**src/rtl/seg7_pkg.sv**
```systemverilog
// Shared constants for the four-digit seven-segment driver: segment table,
// blank pattern, digit geometry and the blink phase type.
package seg7_pkg;

  localparam int DIGIT_W    = 4;
  localparam int NUM_DIGITS = 4;
  localparam int SEG_W      = 7;

  localparam logic [SEG_W-1:0] SEG_BLANK = 7'h7F;

  // Active-low patterns, bit0 = a ... bit6 = g; entry [n] is hex digit n.
  localparam logic [15:0][SEG_W-1:0] SEG_TABLE = {
    7'h0E, 7'h06, 7'h21, 7'h46,   // F E d C
    7'h03, 7'h08, 7'h10, 7'h00,   // b A 9 8
    7'h78, 7'h02, 7'h12, 7'h19,   // 7 6 5 4
    7'h30, 7'h24, 7'h79, 7'h40    // 3 2 1 0
  };

  typedef enum logic {
    PHASE_ON  = 1'b0,
    PHASE_OFF = 1'b1
  } blink_phase_e;

  function automatic logic [SEG_W-1:0] seg_lookup(input logic [DIGIT_W-1:0] digit);
    return SEG_TABLE[digit];
  endfunction

endpackage

```
**src/rtl/seg7_decode.sv**
```systemverilog
// Combinational hex-digit to active-low seven-segment decoder.
module seg7_decode
  import seg7_pkg::*;
(
  input  logic [DIGIT_W-1:0] digit,
  output logic [SEG_W-1:0]   seg
);

  assign seg = seg_lookup(digit);

endmodule

```
**src/rtl/seg7_display_driver.sv**
```systemverilog
// Four-digit seven-segment driver with PWM dimming, frame-synchronous value
// commit, leading-zero blanking and blinking; all segment outputs registered.
module seg7_display_driver
  import seg7_pkg::*;
#(
  parameter int TICK_DIV     = 256,
  parameter int BLINK_FRAMES = 64
) (
  input  logic             clk,
  input  logic             rst_n,
  input  logic             load,
  input  logic [15:0]      value,
  input  logic [3:0]       brightness,
  input  logic             blank_lz,
  input  logic             blink_en,
  output logic [SEG_W-1:0] hex0,
  output logic [SEG_W-1:0] hex1,
  output logic [SEG_W-1:0] hex2,
  output logic [SEG_W-1:0] hex3,
  output logic             pending
);

  localparam int PRE_W = (TICK_DIV > 1) ? $clog2(TICK_DIV) : 1;
  localparam logic [PRE_W-1:0] PRE_LAST = PRE_W'(TICK_DIV - 1);
  localparam int FRM_W = (BLINK_FRAMES > 1) ? $clog2(BLINK_FRAMES) : 1;
  localparam logic [FRM_W-1:0] FRM_LAST = FRM_W'(BLINK_FRAMES - 1);

  logic [PRE_W-1:0] pre_reg, pre_next;
  logic [3:0]       pwm_reg, pwm_next;
  logic [3:0]       bri_reg, bri_next;
  logic [FRM_W-1:0] frm_reg, frm_next;
  blink_phase_e     phase_reg, phase_next;
  logic [15:0]      disp_reg, disp_next;
  logic [15:0]      shadow_reg, shadow_next;
  logic             pending_reg, pending_next;

  logic tick;
  logic frame_end;

  logic [NUM_DIGITS-1:0][SEG_W-1:0] seg_raw;
  logic [NUM_DIGITS-1:0][SEG_W-1:0] hex_reg, hex_next;
  logic [NUM_DIGITS-1:0]            digit_zero;
  logic [NUM_DIGITS-1:0]            lead_zero;
  logic                             upper_zero;
  logic                             pwm_on;
  logic                             blink_off;

  // Timebase: prescaler -> PWM step counter -> frame boundary.
  always_comb begin
    tick      = (pre_reg == PRE_LAST);
    frame_end = tick && (pwm_reg == 4'hF);
    pre_next  = tick ? '0 : pre_reg + 1'b1;
    pwm_next  = tick ? pwm_reg + 4'd1 : pwm_reg;
    bri_next  = frame_end ? brightness : bri_reg;
  end

  // Blink phase state machine, advanced once per BLINK_FRAMES frames.
  always_comb begin
    frm_next   = frm_reg;
    phase_next = phase_reg;
    if (frame_end) begin
      if (frm_reg == FRM_LAST) begin
        frm_next   = '0;
        phase_next = (phase_reg == PHASE_ON) ? PHASE_OFF : PHASE_ON;
      end else begin
        frm_next = frm_reg + 1'b1;
      end
    end
  end

  // Value path: loads land in the shadow and are committed only on a frame
  // boundary so a digit never changes mid-frame; a load on the boundary
  // itself goes straight through.
  always_comb begin
    disp_next    = disp_reg;
    shadow_next  = shadow_reg;
    pending_next = pending_reg;
    if (load && frame_end) begin
      disp_next    = value;
      shadow_next  = value;
      pending_next = 1'b0;
    end else if (load) begin
      shadow_next  = value;
      pending_next = 1'b1;
    end else if (frame_end && pending_reg) begin
      disp_next    = shadow_reg;
      pending_next = 1'b0;
    end
  end

  genvar gi;
  generate
    for (gi = 0; gi < NUM_DIGITS; gi++) begin : g_digit
      logic [DIGIT_W-1:0] digit;
      assign digit          = disp_reg[gi*DIGIT_W +: DIGIT_W];
      assign digit_zero[gi] = (digit == '0);

      seg7_decode u_decode (
        .digit (digit),
        .seg   (seg_raw[gi])
      );
    end
  endgenerate

  // A digit is a leading zero when it and every digit above it are zero.
  always_comb begin
    lead_zero  = '0;
    upper_zero = 1'b1;
    for (int i = NUM_DIGITS - 1; i >= 1; i--) begin
      upper_zero   = upper_zero & digit_zero[i];
      lead_zero[i] = upper_zero;
    end
  end

  always_comb begin
    pwm_on    = (bri_reg == 4'hF) || (pwm_reg < bri_reg);
    blink_off = blink_en && (phase_reg == PHASE_OFF);
    hex_next  = '0;
    for (int i = 0; i < NUM_DIGITS; i++) begin
      if (!pwm_on || blink_off || (blank_lz && lead_zero[i])) begin
        hex_next[i] = SEG_BLANK;
      end else begin
        hex_next[i] = seg_raw[i];
      end
    end
  end

  always_ff @(posedge clk or negedge rst_n) begin
    if (!rst_n) begin
      pre_reg     <= '0;
      pwm_reg     <= '0;
      bri_reg     <= '0;
      frm_reg     <= '0;
      phase_reg   <= PHASE_ON;
      disp_reg    <= '0;
      shadow_reg  <= '0;
      pending_reg <= 1'b0;
      for (int i = 0; i < NUM_DIGITS; i++) begin
        hex_reg[i] <= SEG_BLANK;
      end
    end else begin
      pre_reg     <= pre_next;
      pwm_reg     <= pwm_next;
      bri_reg     <= bri_next;
      frm_reg     <= frm_next;
      phase_reg   <= phase_next;
      disp_reg    <= disp_next;
      shadow_reg  <= shadow_next;
      pending_reg <= pending_next;
      hex_reg     <= hex_next;
    end
  end

  assign hex0    = hex_reg[0];
  assign hex1    = hex_reg[1];
  assign hex2    = hex_reg[2];
  assign hex3    = hex_reg[3];
  assign pending = pending_reg;

endmodule
```
**config.mk**
```make
export PLATFORM = sky130hd
export DESIGN_NAME = seg7_display_driver
export DESIGN_NICKNAME = d
export VERILOG_FILES = /design/src/rtl/seg7_pkg.sv /design/src/rtl/seg7_decode.sv /design/src/rtl/seg7_display_driver.sv
export SDC_FILE = /design/constraint.sdc
export NUM_CORES = 1
export LEC_CHECK = 0
export CORE_ASPECT_RATIO = 2
export CORE_MARGIN = 2
export CORE_UTILIZATION = 30
export DETAILED_ROUTE_END_ITERATION = 8
export GPL_ROUTABILITY_DRIVEN = 0
export MAX_ROUTING_LAYER = met4
export SYNTH_ARGS = -nofsm -noshare
export SYNTH_HDL_FRONTEND = slang
export SYNTH_SLANG_ARGS = --single-unit
```
**constraint.sdc**
```tcl
create_clock -name clk -period 1.8 [get_ports clk]
set_input_delay 0.36 -clock clk [delete_from_list [all_inputs] [get_ports clk]]
set_output_delay 0.36 -clock clk [all_outputs]
set_load 0.05 [all_outputs]
```
# After elaboration in Yosys (flattened, before gate mapping)
# Memories as Yosys holds them, arrays and structs flattened.
# Index checks and enable logic that the tools add are counted.
classes:
  n_addsub: 3
  order_cmp: 5
  eq_ne: 5
  n_mux: 19
  n_bitwise: 2
  reduce_logical: 21
ops:
  columns: ["operator", "n"]
  rows:
  - ["2-to-1 mux 16 bit", 5]
  - ["2-to-1 mux 7 bit", 8]
  - ["< comparator 4 x 5 -> 1 bit, second input constant", 4]
  - ["zero test 4 bit", 3]
  - ["adder 8 x 1 -> 8 bit, second input constant", 1]
  - ["== test 4 bit, second input constant", 2]
  - ["== test 8 bit, second input constant", 1]
  - ["2-to-1 mux 8 bit", 1]
  - ["logical AND 1 bit", 7]
  - ["adder 6 x 1 -> 6 bit, second input constant", 1]
  - ["== test 6 bit, second input constant", 1]
  - ["2-to-1 mux 6 bit", 1]
  - ["logical OR 1 bit", 5]
  - ["adder 4 x 1 -> 4 bit, second input constant", 1]
  - ["< comparator 4 bit", 1]
  - ["2-to-1 mux 1 bit", 4]
  - ["AND reduction 2 bit", 2]
  - ["nonzero test 2 bit", 2]
  - ["nonzero test 3 bit", 1]
  - ["bitwise AND 1 bit", 2]
  - ["inequality test 2 x 1 -> 1 bit, second input constant", 1]
  - ["zero test 1 bit", 1]
word_totals:
  reg_bits: 84
  romBits: 448
  inputBits: 25
  output_inout_bits: 29
  elab_cells: 71
  mem_count: 4
memory_table:
  columns: ["memory", "words", "width", "rd", "rd_clocked_by_memory_dff", "wr", "line_no", "text"]
  rows:
  - ["(no name shown)", 16, 7, 1, 0, 0, "seg7_pkg.sv:25", "return SEG_TABLE[digit];"]
  - ["(no name shown)", 16, 7, 1, 0, 0, "seg7_pkg.sv:25", null]
  - ["(no name shown)", 16, 7, 1, 0, 0, "seg7_pkg.sv:25", null]
  - ["(no name shown)", 16, 7, 1, 0, 0, "seg7_pkg.sv:25", null]

# Depth between registers and ports, before layout
# Gate-level depths: netlist (run 1).
logic_depth:
  ltp_word: 6
  depth_mapped: 8
  depth_no_buf: 6

# Cells and area by module
# A second synthesis (run 1) with hierarchy kept.
hier_totals:
  hier_cells: 364
  hier_area_um2: 4533.1
by_module_without_submodules:
  columns: ["module", "n_inst", "cells_per_inst", "area_per_inst_um2", "seq_area_each_um2"]
  rows:
  - ["seg7_display_driver", 1, 237, 3445.8, 2137.0]
  - ["seg7_decode (g_digit[1].u_decode ...)", 3, 32, 275.3, 0.0]
  - ["seg7_decode (g_digit[0].u_decode)", 1, 31, 261.5, 0.0]

# Worst setup path after synthesis (run 1)
# OpenSTA, ideal clock, no wires.
synth_path:
  kind: "reg-to-reg"
  start: "register pwm_reg[3]"
  end: "register hex_reg (netlist bit hex3[5])"
  setup_time_ns: 0.086
  arrival_time_ns: 1.691
  t_required_ns: 1.714
  path_slack_ns: 0.023
  stages_incl_launch_ff: 7
  path_buffers: 1
  synth_period_minus_slack_ns: 1.777
  path_cell_list: "dfrtp_1 -> ha_1 -> a21o_1 -> a22o_1 -> a41oi_2 -> buf_2 -> nand3_1"
synth_lines:
  columns: ["element", "line_no", "text"]
  rows:
  - ["start: declaration", "seg7_display_driver.sv:29", "logic [3:0] pwm_reg, pwm_next;"]
  - ["start signal: assignment", "seg7_display_driver.sv:143", "pwm_reg <= pwm_next;"]
  - ["end signal: assignment", "seg7_display_driver.sv:150", "hex_reg <= hex_next;"]
  - ["end: declaration", "seg7_display_driver.sv:41", "logic [NUM_DIGITS-1:0][SEG_W-1:0] hex_reg, hex_next;"]

==> metrics.md, run 1 <==
| Metric | Value |
|---|---|
| Status | `finished, violations left` |
| Violations in the final reports | `setup timing` |
| Final worst setup slack | `-0.0511 ns` |
| Classification of the worst setup path | `reg2reg` |
| Synthesized netlist cell count | `between 400 and 500` |
| Remaining global-route overflow | `0` |
| Via count | `about 3300` |
| Max Root-Sink Buffers | `2` |
| Critical path arrival | `~2.1 ns` |
| Initial Utilization | `0.304` |
| Post-synthesis register bit count | `84` |
| Fmax | `between 0.5 and 0.6 GHz` |
| CTS Buf Count | `9` |
| GRT Total Usage | `0.121` |
| RSZ-0062 raised after global routing | `true` |
| First-pass GRT wire length | `~15000 um` |
| FILL cells | `around 1500` |
| Post-route cell area | `5790 um^2` |
| Dpl hpwl | `between 6000 and 7000 um` |
| Worst path bufs/invs | `3` |
| Max-Cap Viols | `0` |
| Post-Synth Simple-Gate Area | `0.143` |
| Ant diodes | `0` |
| Clock transition at path regs | `0.07 ns` |
| Worst setup SP type | `flip-flop` |
| Critical path, cell by cell | `inv_2 > ha_4 > a21o_1 > a22o_1 > a41oi_4 > buf_6 > clkbuf_16 > o211ai_1` |
| Syn nets | `between 400 and 500` |
| Main combinational cell family by area after synthesis | `compound AO/OA/AOI/OAI gates` |
| Final count of hold timing violations | `0` |
| Syn Area/Cell | `approximately 11 um^2` |
| Port bufs | `53` |
| Distinct cells, synth | `50` |
| Area after DPL | `~5300 um^2` |
| Post-Place Worst Slack | `around 0.012 ns` |
| Top Ports | `54` |
| Finish-stage setup viols | `11` |
| Post-synthesis sequential area ratio | `0.479` |
| CP Max Fanout | `7` |
| Core box area | `approximately 15000 um^2` |
| Crit-path slowest cell | `dfrtp_1` |
| CTS H-tree depth | `3` |
| Routed wire length | `roughly 9600 um` |
| Synth Area in Adders | `0.0757` |
| Post-DR vias/cell | `between 4 and 5` |
| Critical Path RT | `between 2 and 2.5 ns` |
| Chip width | `around 90 um` |
| Number of global-route vias before repair | `about 3200` |
| Largest net degree at the start of global routing | `39` |
| Slowest stage delay, CP | `just under 0.4 ns` |
| Synth-to-Final Area Change | `29.7%` |
| P_leak | `about 2.6 nW` |
| Core Util, Final | `0.395` |
| Power density cells | `between 700 and 800 nW/um^2` |
| Worst Tran Pin Value | `~0.49 ns` |
| Multiplexer area fraction after synthesis | `0.0569` |
| Compound-Gate Fraction of Synth Area | `0.172` |
| Tmin final | `roughly 1.9 ns` |
| CP Capture Type | `flip-flop` |
| Nets@finish | `around 550` |
| Non-Filler Instances | `slightly below 700` |
| FF/Latch Area | `between 2000 and 2500 um^2` |
| Share of cells above drive strength 1 | `0.305` |
| Core Rows | `63` |
| Largest delay contributor family on the critical path | `compound AO/OA/AOI/OAI gates` |
| WL/cell | `13.8 um` |
| Slew headroom | `0.672` |
| Clock Latency Late Sink | `0.34 ns` |
| Post-synth EDFFs | `0` |
| DR iter-0 viols | `169` |
| Worst hold path type | `reg2reg` |
| WHS | `0.474 ns` |
| VDD IR max | `between 0.5 and 0.6 mV` |
| Placed Cells incl. Taps | `669` |
| Post-synthesis cell area | `about 4500 um^2` |
| Area occupied by multi-input gates | `roughly 2200 um^2` |
| Final ANT Viol Nets | `0` |
| Synth Area in XOR/XNOR | `0.0196` |
| Clk root buf | `clkbuf_16` |
| Clock sink count | `84` |
| TritonRoute pass-1 iters | `4` |
| Clock tree from TritonCTS | `done` |
| Period utilisation layout | `1.03` |
| Die height | `between 150 and 200 um` |
| Die area | `15900 um^2` |
| Final Max Slew Viols | `0` |
| Initial antenna violation count | `0` |
| DR DRC count | `0` |
| Yosys warning count | `0` |
| Post-synth ARST share | `1.00` |
| Top_reg_cell synth | `dfrtp_1` |
| Max Clock Skew | `0.00993 ns` |
cells in the mapped netlist (all sizes together), types with 2 or more instances:
| cell | number | area share |
|---|---|---|
| mux2i | 4 | 0.0090 |
| a21oi | 9 | 0.010 |
| clkbuf | 14 | 0.012 |
| ha | 27 | 0.076 |
| a21o | 4 | 0.0067 |
| a211oi | 5 | 0.0084 |
| o22a | 14 | 0.027 |
| nand3 | 24 | 0.030 |
| mux4 | 2 | 0.010 |
| nand2 | 51 | 0.045 |
| xnor2 | 6 | 0.012 |
| o221a | 14 | 0.035 |
| o311ai | 2 | 0.0039 |
| buf | 16 | 0.024 |
| inv | 22 | 0.018 |
| xor2 | 4 | 0.0078 |
| nor2b | 3 | 0.0042 |
| a31oi | 7 | 0.0098 |
| a32oi | 2 | 0.0039 |
| dfstp | 28 | 0.16 |
| a22oi | 3 | 0.0050 |
| o31ai | 2 | 0.0034 |
| o211ai | 5 | 0.0084 |
| nand2b | 12 | 0.017 |
| nand3b | 2 | 0.0034 |
| and3 | 5 | 0.0070 |
| nor2 | 19 | 0.016 |
| nand4 | 3 | 0.0076 |
| dfrtp | 56 | 0.31 |
| o21ai | 33 | 0.037 |
| mux2 | 15 | 0.038 |
final cells by class:
type | count | area share
Sequential cell | 84 | 0.369
Multi-Input combinational cell | 290 | 0.374
Inverter | 22 | 0.0143
Tap cell | 195 | 0.0422
Timing Repair Buffer | 86 | 0.141
Clock buffer | 10 | 0.0413
Clock inverter | 6 | 0.0188
layer usage:
layer  vias to the layer above  GRT usage  wire, um
met5                         -          -         0
met3                        17     0.0222       314
met1                      1595      0.147      4230
met4                         0     0.0500       165
met2                        66      0.199      4880
li1                       1650          -         -
placed cells by master, fill, tap and decap left out, types with 3 or more instances in the layout:
cell / count
clkbuf_16: 11
xor2_1: 4
a31oi_1: 7
nor2_1: 19
nand2b_1: 12
xnor2_1: 6
nor2b_1: 3
buf_4: 52
clkdlybuf4s50_1: 23
o21ai_0: 33
mux2_2: 15
nand2_1: 48
o22a_1: 14
and3_1: 3
a21oi_1: 9
buf_6: 3
mux2i_1: 4
buf_12: 5
dfrtp_1: 56
a21o_1: 4
o211ai_1: 5
ha_1: 26
inv_1: 21
o221a_1: 4
nand3_2: 6
a22oi_1: 3
o221a_2: 10
a211oi_1: 5
nand3_1: 17
bufinv_16: 3
dfstp_2: 28
path summary, 6_finish.rpt:
| path | start | end | slack, ns | depth (start not counted) |
|---|---|---|---|---|
| setup / recovery | bri_reg[3] | hex0[2] | -0.05 | 8 |
| hold / removal | pre_reg[7] | pre_reg[7] | 0.47 | 1 |
| setup reg to reg | bri_reg[3] | hex0[2] | -0.05 | 8 |
| hold reg to reg | pre_reg[7] | pre_reg[7] | 0.47 | 1 |
| max in group asynchronous | rst_n | hex0[1] | 0.74 | 3 |
| min in group asynchronous | rst_n | shadow_reg[9] | 0.53 | 2 |
worst register-to-register path, cell delays in order, from the launching register on:
cell and delay (ns):
dfrtp_1 0.39, inv_2 0.09, ha_4 0.20, a21o_1 0.15, a22o_1 0.20, a41oi_4 0.34
buf_6 0.18, clkbuf_16 0.15, o211ai_1 0.09
metrics by stage:
step | TNS [ns] | total power [mW]
6_report | -0.283 | 4.61
3_5_place_dp | 0 | 2.51
3_3_place_gp | 0 | 2.50
5_1_grt | -1.13 | 4.79
2_1_floorplan | 0 | 2.31
4_1_cts | 0 | 4.67
what timing repair did:
| item | 4_1_cts | 5_1_grt |
|---|---|---|
| buffers inserted | 0 | 3 |
| resized for setup | 0 | 16 |
| hold buffers | 1 | 0 |
| hold endpoints to repair | 6 | 0 |
| endpoints found under the setup margin | 0 | 38 |
cells by family after synthesis:
logic type,Yosys count
buffers and inverters,52
multiplexers,21
adder cells (fa/ha/maj),27
AO/OA/AOI/OAI,106
flip-flops,84
XOR/XNOR,10
AND/OR/NAND/NOR,125
report_power, final:
| part | internal, mW | leakage [nW] | switching (mW) |
|---|---|---|---|
| combinational | 0.184 | 1.45 | 0.274 |
| clock | 1.39 | 0.173 | 0.746 |
| sequential | 1.99 | 0.996 | 0.0276 |
| total | 3.57 | 2.62 | 1.05 |
Note: power is estimated with default switching activity, not from simulation.
==> run 2: changes to the inputs <==
--- a/config.mk
+++ b/config.mk
@@ -8,9 +8,11 @@
 export CORE_ASPECT_RATIO = 2
 export CORE_MARGIN = 2
 export CORE_UTILIZATION = 30
+export CTS_CLUSTER_DIAMETER = 40
 export DETAILED_ROUTE_END_ITERATION = 8
 export GPL_ROUTABILITY_DRIVEN = 0
 export MAX_ROUTING_LAYER = met4
+export RECOVER_POWER = 50
 export SYNTH_ARGS = -nofsm -noshare
 export SYNTH_HDL_FRONTEND = slang
 export SYNTH_SLANG_ARGS = --single-unit
==> run 2 against run 1 <==
The flow still finishes with violations (setup timing). Setup slack improved by 0.0032 ns. Final area shrank 0.54%. Flip-flop and latch count is the same. Sequential power is essentially flat. First-iteration DRC count is 17% higher. Worst hold slack worse by 0.0022 ns. Via count grew 0.21%. Clock power about the same. Highest routed layer unchanged.
==> metrics.md, run 2 (synthesis results as in run 1) <==
| Metric | Value |
|---|---|
| Worst Reg2Reg Path Length in Cells | `8 (unchanged)` |
| Chip width | `90.3 um (unchanged)` |
| Clock Latency Late Sink | `0.34 ns (about the same)` |
| Die area | `15900 um^2 (unchanged)` |
| First-pass GRT wire length | `15400 um (unchanged)` |
| Slew headroom | `0.478 (-0.194)` |
| VDD IR max | `0.574 mV (+0.23%)` |
| Fmax | `0.541 GHz (+0.17%)` |
| Final ANT Viol Nets | `0 (unchanged)` |
| Initial Utilization | `0.304 (unchanged)` |
| Final count of hold timing violations | `0 (unchanged)` |
| Power density cells | `800 nW/um^2 (+0.37%)` |
| Via count | `3335 (+0.21%)` |
| Clock tree from TritonCTS | `done` |
| Worst Tran Pin Value | `0.784 ns (+0.292 ns)` |
| TritonRoute pass-1 iters | `4 (unchanged)` |
| Initial antenna violation count | `0 (unchanged)` |
| Clock transition at path regs | `0.07 ns (about the same)` |
| Final Max Slew Viols | `0 (unchanged)` |
| Most common cell after layout, fill and taps aside | `dfrtp_1` |
| Ant diodes | `0 (unchanged)` |
| Clock sink count | `84 (unchanged)` |
| CP Capture Type | `flip-flop` |
| Largest net degree at the start of global routing | `39 (unchanged)` |
| FILL cells | `1485 (+0.47%)` |
| Hold path cells | `1 (unchanged)` |
| GRT Total Usage | `0.121 (unchanged)` |
| Classification of the worst setup path | `reg2reg` |
| Remaining global-route overflow | `0 (unchanged)` |
| DR iter-0 viols | `198 (+17%)` |
| GRT met1 Usage | `0.147 (unchanged)` |
| Synth-to-Final Area Change | `29.0%` |
| Tmin final | `1.85 ns (-0.00323 ns)` |
| Commonest cells after routing, fill and taps aside | `dfrtp_1 (56), buf_4 (50), nand2_1 (48)` |
| Worst hold path type | `reg2reg` |
| Clk root buf | `clkbuf_16` |
| Critical path arrival | `2.11 ns (about the same)` |
| Post-route cell area | `5760 um^2 (-0.54%)` |
| Routed wire length | `9560 um (-0.29%)` |
| Share of cells above drive strength 1 | `0.303 (-0.00201)` |
| Top Ports | `54 (unchanged)` |
| Dpl hpwl | `6480 um (unchanged)` |
| Max Clock Skew | `0.00965 ns (-0.000278 ns)` |
| Port bufs | `53 (unchanged)` |
| Core Rows | `63 (unchanged)` |
| Finish-stage setup viols | `10 (-1)` |
| Non-Filler Instances | `693 (unchanged)` |
| DR DRC count | `0 (unchanged)` |
| Area after DPL | `5260 um^2 (unchanged)` |
| Worst setup SP type | `flip-flop` |
| RSZ-0062 raised after global routing | `true` |
| Status | `finished, violations left` |
| Placed Cells incl. Taps | `669 (unchanged)` |
| Met2 Use GR | `0.199 (unchanged)` |
| Violations in the final reports | `setup timing` |
| CP Max Fanout | `7 (unchanged)` |
| Die height | `177 um (unchanged)` |
| Busiest layer in global routing | `met2` |
| Max Root-Sink Buffers | `2 (unchanged)` |
| CTS Buf Count | `9 (unchanged)` |
| Final worst setup slack | `-0.0478 ns (+0.00323 ns)` |
| CTS H-tree depth | `3 (unchanged)` |
| Critical Path RT | `2.06 ns (about the same)` |
| Nets@finish | `545 (unchanged)` |
| Number of global-route vias before repair | `3243 (unchanged)` |
| Core box area | `14700 um^2 (unchanged)` |
| Post-DR vias/cell | `4.81 (+0.21%)` |
| M3 GR Usage | `0.0222 (unchanged)` |
| Max-Cap Viols | `0 (unchanged)` |
| WL/cell | `13.8 um (-0.29%)` |
| Period utilisation layout | `1.03 (-0.00180)` |
| P_leak | `2.61 nW (-0.54%)` |
run 2: cell types whose count changed in the layout (fill, tap and decap cells not counted):
cell             before  now
buf_12                5    3
buf_4                52   50
clkbuf_1              0    1
clkbuf_2              0    1
clkbuf_4              0    2
clkdlybuf4s50_1      23   22
dlygate4sd3_1         1    2
run 2: cell type report:
class                      instances  area (um^2)  area share
timing repair buffer              86          783       0.136
clock buffer                      10          239      0.0415
tap                              195          244      0.0424
sequential                        84         2140       0.371
inverter                          22         82.6      0.0143
clock inverter                     6          109      0.0189
multi-input combinational        290         2160       0.376
run 2: stage by stage:
| stage | util | TNS, ns | total power, mW | hold slack [ns] | setup slack (ns) |
|---|---|---|---|---|---|
| after floorplan | - | 0 | 2.31 | 0.0644 | 0.0230 |
| after global placement | 0.359 | 0 | 2.50 | 0.344 | 0.0172 |
| after detailed placement | 0.359 | 0 | 2.51 | 0.346 | 0.0117 |
| after CTS | 0.383 | 0 | 4.67 | 0.478 | 0.00623 |
| after global routing | 0.393 | -1.62 | 4.78 | 0.499 | -0.0904 |
| final | 0.393 | -0.244 | 4.61 | 0.472 | -0.0478 |
run 2: power breakdown:
part	leakage [nW]	internal, mW	total, mW	switching [mW]
combinational	1.44	0.177	0.449	0.272
sequential	0.996	1.99	2.02	0.0276
clock	0.173	1.39	2.14	0.746
total	2.61	3.56	4.61	1.05
run 2: layer usage:
| metal | part of all wire | routed length, um |
|---|---|---|
| met1 | 0.44 | 4170 |
| met2 | 0.51 | 4860 |
| met3 | 0.036 | 342 |
| met4 | 0.018 | 176 |
| met5 | 0 | 0 |
run 2: timing repair:
item                       4_1_cts  5_1_grt
hold endpoints to repair         6        0
gates resized for setup          0       16
setup endpoints to repair        0       38
setup buffers                    0        3
hold buffers                     1        0
run 2: worst paths after layout:
kind	start	to	slack (ns)
max	bri_reg[3]	hex0[2]	-0.05
min	pre_reg[7]	pre_reg[7]	0.47
max reg2reg	bri_reg[3]	hex0[2]	-0.05
min reg2reg	pre_reg[7]	pre_reg[7]	0.47
max in group asynchronous	rst_n	hex0[1]	0.23
min in group asynchronous	rst_n	disp_reg[8]	0.65
run 2: worst max-delay path, cell delays in order (launching register included):
cell	delay, ns
dfrtp_1	0.39
inv_2	0.09
ha_4	0.20
a21o_1	0.15
a22o_1	0.20
a41oi_4	0.34
buf_6	0.18
clkbuf_16	0.14
o211ai_1	0.08
==> run 3: changes to the inputs <==
--- a/config.mk
+++ b/config.mk
@@ -5,6 +5,7 @@
 export SDC_FILE = /design/constraint.sdc
 export NUM_CORES = 1
 export LEC_CHECK = 0
+export CAP_MARGIN = 25
 export CORE_ASPECT_RATIO = 2
 export CORE_MARGIN = 2
 export CORE_UTILIZATION = 30
@@ -13,6 +14,7 @@
 export GPL_ROUTABILITY_DRIVEN = 0
 export MAX_ROUTING_LAYER = met4
 export RECOVER_POWER = 50
+export SETUP_SLACK_MARGIN = 0.15
 export SYNTH_ARGS = -nofsm -noshare
 export SYNTH_HDL_FRONTEND = slang
 export SYNTH_SLANG_ARGS = --single-unit
==> run 3 against run 2 <==
The flow now finishes without violations. Critical path depth is 1 lower. Worst hold slack better by 0.0045 ns. Power is 2.2% lower. Highest routed layer unchanged. Via count up 2.6%.
==> metrics.md, run 3 (synthesis results as in run 1) <==
| Metric | Value |
|---|---|
| Ant diodes | `0 (unchanged)` |
| Core box area | `14700 um^2 (unchanged)` |
| CP Max Fanout | `7 (unchanged)` |
| Core Rows | `63 (unchanged)` |
| Worst hold path type | `reg2reg` |
| Status | `finished, final reports clean` |
| Clock sink count | `84 (unchanged)` |
| VDD IR max | `0.487 mV (-15%)` |
| Setup_tns | `0 ns (+0.244 ns)` |
| Period utilisation layout | `0.946 (-0.0802)` |
| Top Ports | `54 (unchanged)` |
| Power density cells | `746 nW/um^2 (-6.7%)` |
| Remaining global-route overflow | `0 (unchanged)` |
| Initial antenna violation count | `0 (unchanged)` |
| FILL cells | `1429 (-3.8%)` |
| Fmax | `0.587 GHz (+8.5%)` |
| Metal-1 WL | `4580 um (+9.8%)` |
| Largest delay contributor family on the critical path | `compound AO/OA/AOI/OAI gates` |
| CP Capture Type | `flip-flop` |
| Clock Latency Late Sink | `0.34 ns (about the same)` |
| Most common cell after layout, fill and taps aside | `dfrtp_1` |
| Finish-stage setup viols | `0 (-10)` |
| NetSw | `1.04 mW (-0.23%)` |
| Initial Utilization | `0.304 (unchanged)` |
| Critical path arrival | `1.97 ns (-0.14 ns)` |
| Internal power | `3.46 mW (-2.7%)` |
| Final ANT Viol Nets | `0 (unchanged)` |
| Worst path bufs/invs | `2 (-1)` |
| Clk root buf | `clkbuf_16` |
| Synth-to-Final Area Change | `35.3%` |
| Part of the power in registers | `0.450 (+0.012)` |
| Clock tree from TritonCTS | `done` |
| Largest net degree at the start of global routing | `39 (unchanged)` |
| Final worst setup slack | `0.0965 ns (+0.144 ns)` |
| Clock Power Share | `0.440 (-0.025)` |
| Combinational share of power | `0.111 (+0.013)` |
| Worst Tran Pin Value | `0.838 ns (+0.0545 ns)` |
| Placed Cells incl. Taps | `668 (-0.15%)` |
| Max-Cap Viols | `0 (unchanged)` |
| Critical Path RT | `2.07 ns (about the same)` |
| Critical path, cell by cell | `ha_4 > a21o_1 > a22o_1 > a41oi_4 > buf_12 > clkbuf_16 > nand3_1` |
| WL/cell | `14.8 um (+7.3%)` |
| Post-Place Worst Slack | `0.0393 ns (+0.0276 ns)` |
| Dpl hpwl | `6740 um (+4.1%)` |
| Tmin final | `1.70 ns (-0.144 ns)` |
| Switching part of the total power | `0.232 (+0.00449)` |
| Via count | `3422 (+2.6%)` |
| Top layer in use | `met4` |
| Slowest stage delay, CP | `0.42 ns (+0.03 ns)` |
| Worst setup SP type | `flip-flop` |
| First-pass GRT wire length | `16200 um (+5.3%)` |
| Final count of hold timing violations | `0 (unchanged)` |
| Max Clock Skew | `0.00622 ns (-0.00343 ns)` |
| Commonest cells after routing, fill and taps aside | `dfrtp_1 (54), nand2_1 (48), buf_4 (42)` |
| P_leak | `2.67 nW (+2.5%)` |
| TritonRoute pass-1 iters | `4 (unchanged)` |
| Final Max Slew Viols | `0 (unchanged)` |
| Max Root-Sink Buffers | `2 (unchanged)` |
| Met3 WL post-DR | `416 um (+22%)` |
| Routed wire length | `10300 um (+7.9%)` |
| Clock transition at path regs | `0.06 ns (about the same)` |
| Crit-path slowest cell | `dfrtp_1` |
| Chip width | `90.3 um (unchanged)` |
| Classification of the worst setup path | `reg2reg` |
| Number of global-route vias before repair | `3336 (+2.9%)` |
| GRT Total Usage | `0.131 (+0.00958)` |
| DR iter-0 viols | `146 (-26%)` |
| RSZ-0062 raised after global routing | `true` |
| Share of cells above drive strength 1 | `0.329 (+0.0255)` |
| Met2 WL | `5090 um (+4.5%)` |
| Port bufs | `53 (unchanged)` |
| Non-Filler Instances | `697 (+0.58%)` |
| CTS H-tree depth | `3 (unchanged)` |
| Nets@finish | `549 (+0.73%)` |
| DR DRC count | `0 (unchanged)` |
| Die height | `177 um (unchanged)` |
| Slew headroom | `0.441 (-0.0364)` |
| Post-DR vias/cell | `4.91 (+2.0%)` |
| CTS Buf Count | `9 (unchanged)` |
| Die area | `15900 um^2 (unchanged)` |
run 3: changes by cell type in the layout (fill, tap and decap cells not counted), sizes merged:
cell and change:
bufinv -1, nand2 +1, clkbuf +2, inv -1
buf +5, clkinv -2
run 3: repair_timing:
item / 4_1_cts / 5_1_grt
endpoints found under the hold margin: 22 / 0
endpoints found under the setup margin: 43 / 53
cloned: 1 / 4
resized for setup: 5 / 26
hold buffers: 1 / 0
setup buffers: 0 / 7
pin swaps: 1 / 23
run 3: per-stage QoR:
step / power (mW) / util / hold slack [ns] / cell area, um^2
2_1_floorplan: 2.31 / - / 0.0644 / 4570
3_3_place_gp: 2.55 / 0.371 / 0.334 / 5440
3_5_place_dp: 2.55 / 0.371 / 0.338 / 5440
4_1_cts: 4.55 / 0.395 / 0.475 / 5790
5_1_grt: 4.66 / 0.412 / 0.498 / 6040
6_report: 4.51 / 0.412 / 0.476 / 6040
run 3: layout make-up:
| class | count | area [um^2] | area share |
|---|---|---|---|
| multi-input cells | 291 | 2300 | 0.381 |
| well taps | 195 | 244 | 0.0404 |
| repair buffers | 89 | 960 | 0.159 |
| flip-flops and latches | 84 | 2140 | 0.354 |
| inverters | 22 | 82.6 | 0.0137 |
| clock buffers | 14 | 254 | 0.0421 |
| clock inverters | 2 | 60.1 | 0.00994 |
run 3: final timing paths:
path,from,endpoint,slack (ns),cells after the start
min in group asynchronous,rst_n,pre_reg[4],0.66,2
max in group asynchronous,rst_n,hex1[1],0.43,3
max,pwm_reg[3],hex3[4],0.1,7
max reg2reg,pwm_reg[3],hex3[4],0.1,7
min,pre_reg[7],pre_reg[7],0.48,1
min reg2reg,pre_reg[7],pre_reg[7],0.48,1
run 3: layer usage:
layer	vias to the layer above	global-route usage
li1	1665	-
met1	1666	0.163
met2	78	0.207
met3	13	0.0303
met4	0	0.0526
met5	-	-
run 3: power by group through the flow:
stage	Clock [mW]	Combinational [mW]	Sequential [mW]
final	1.98	0.499	2.03
after floorplan	0	0.129	2.18
after detailed placement	0	0.494	2.06
after global routing	2.09	0.535	2.03
after global placement	0	0.488	2.06
after CTS	2.03	0.497	2.03
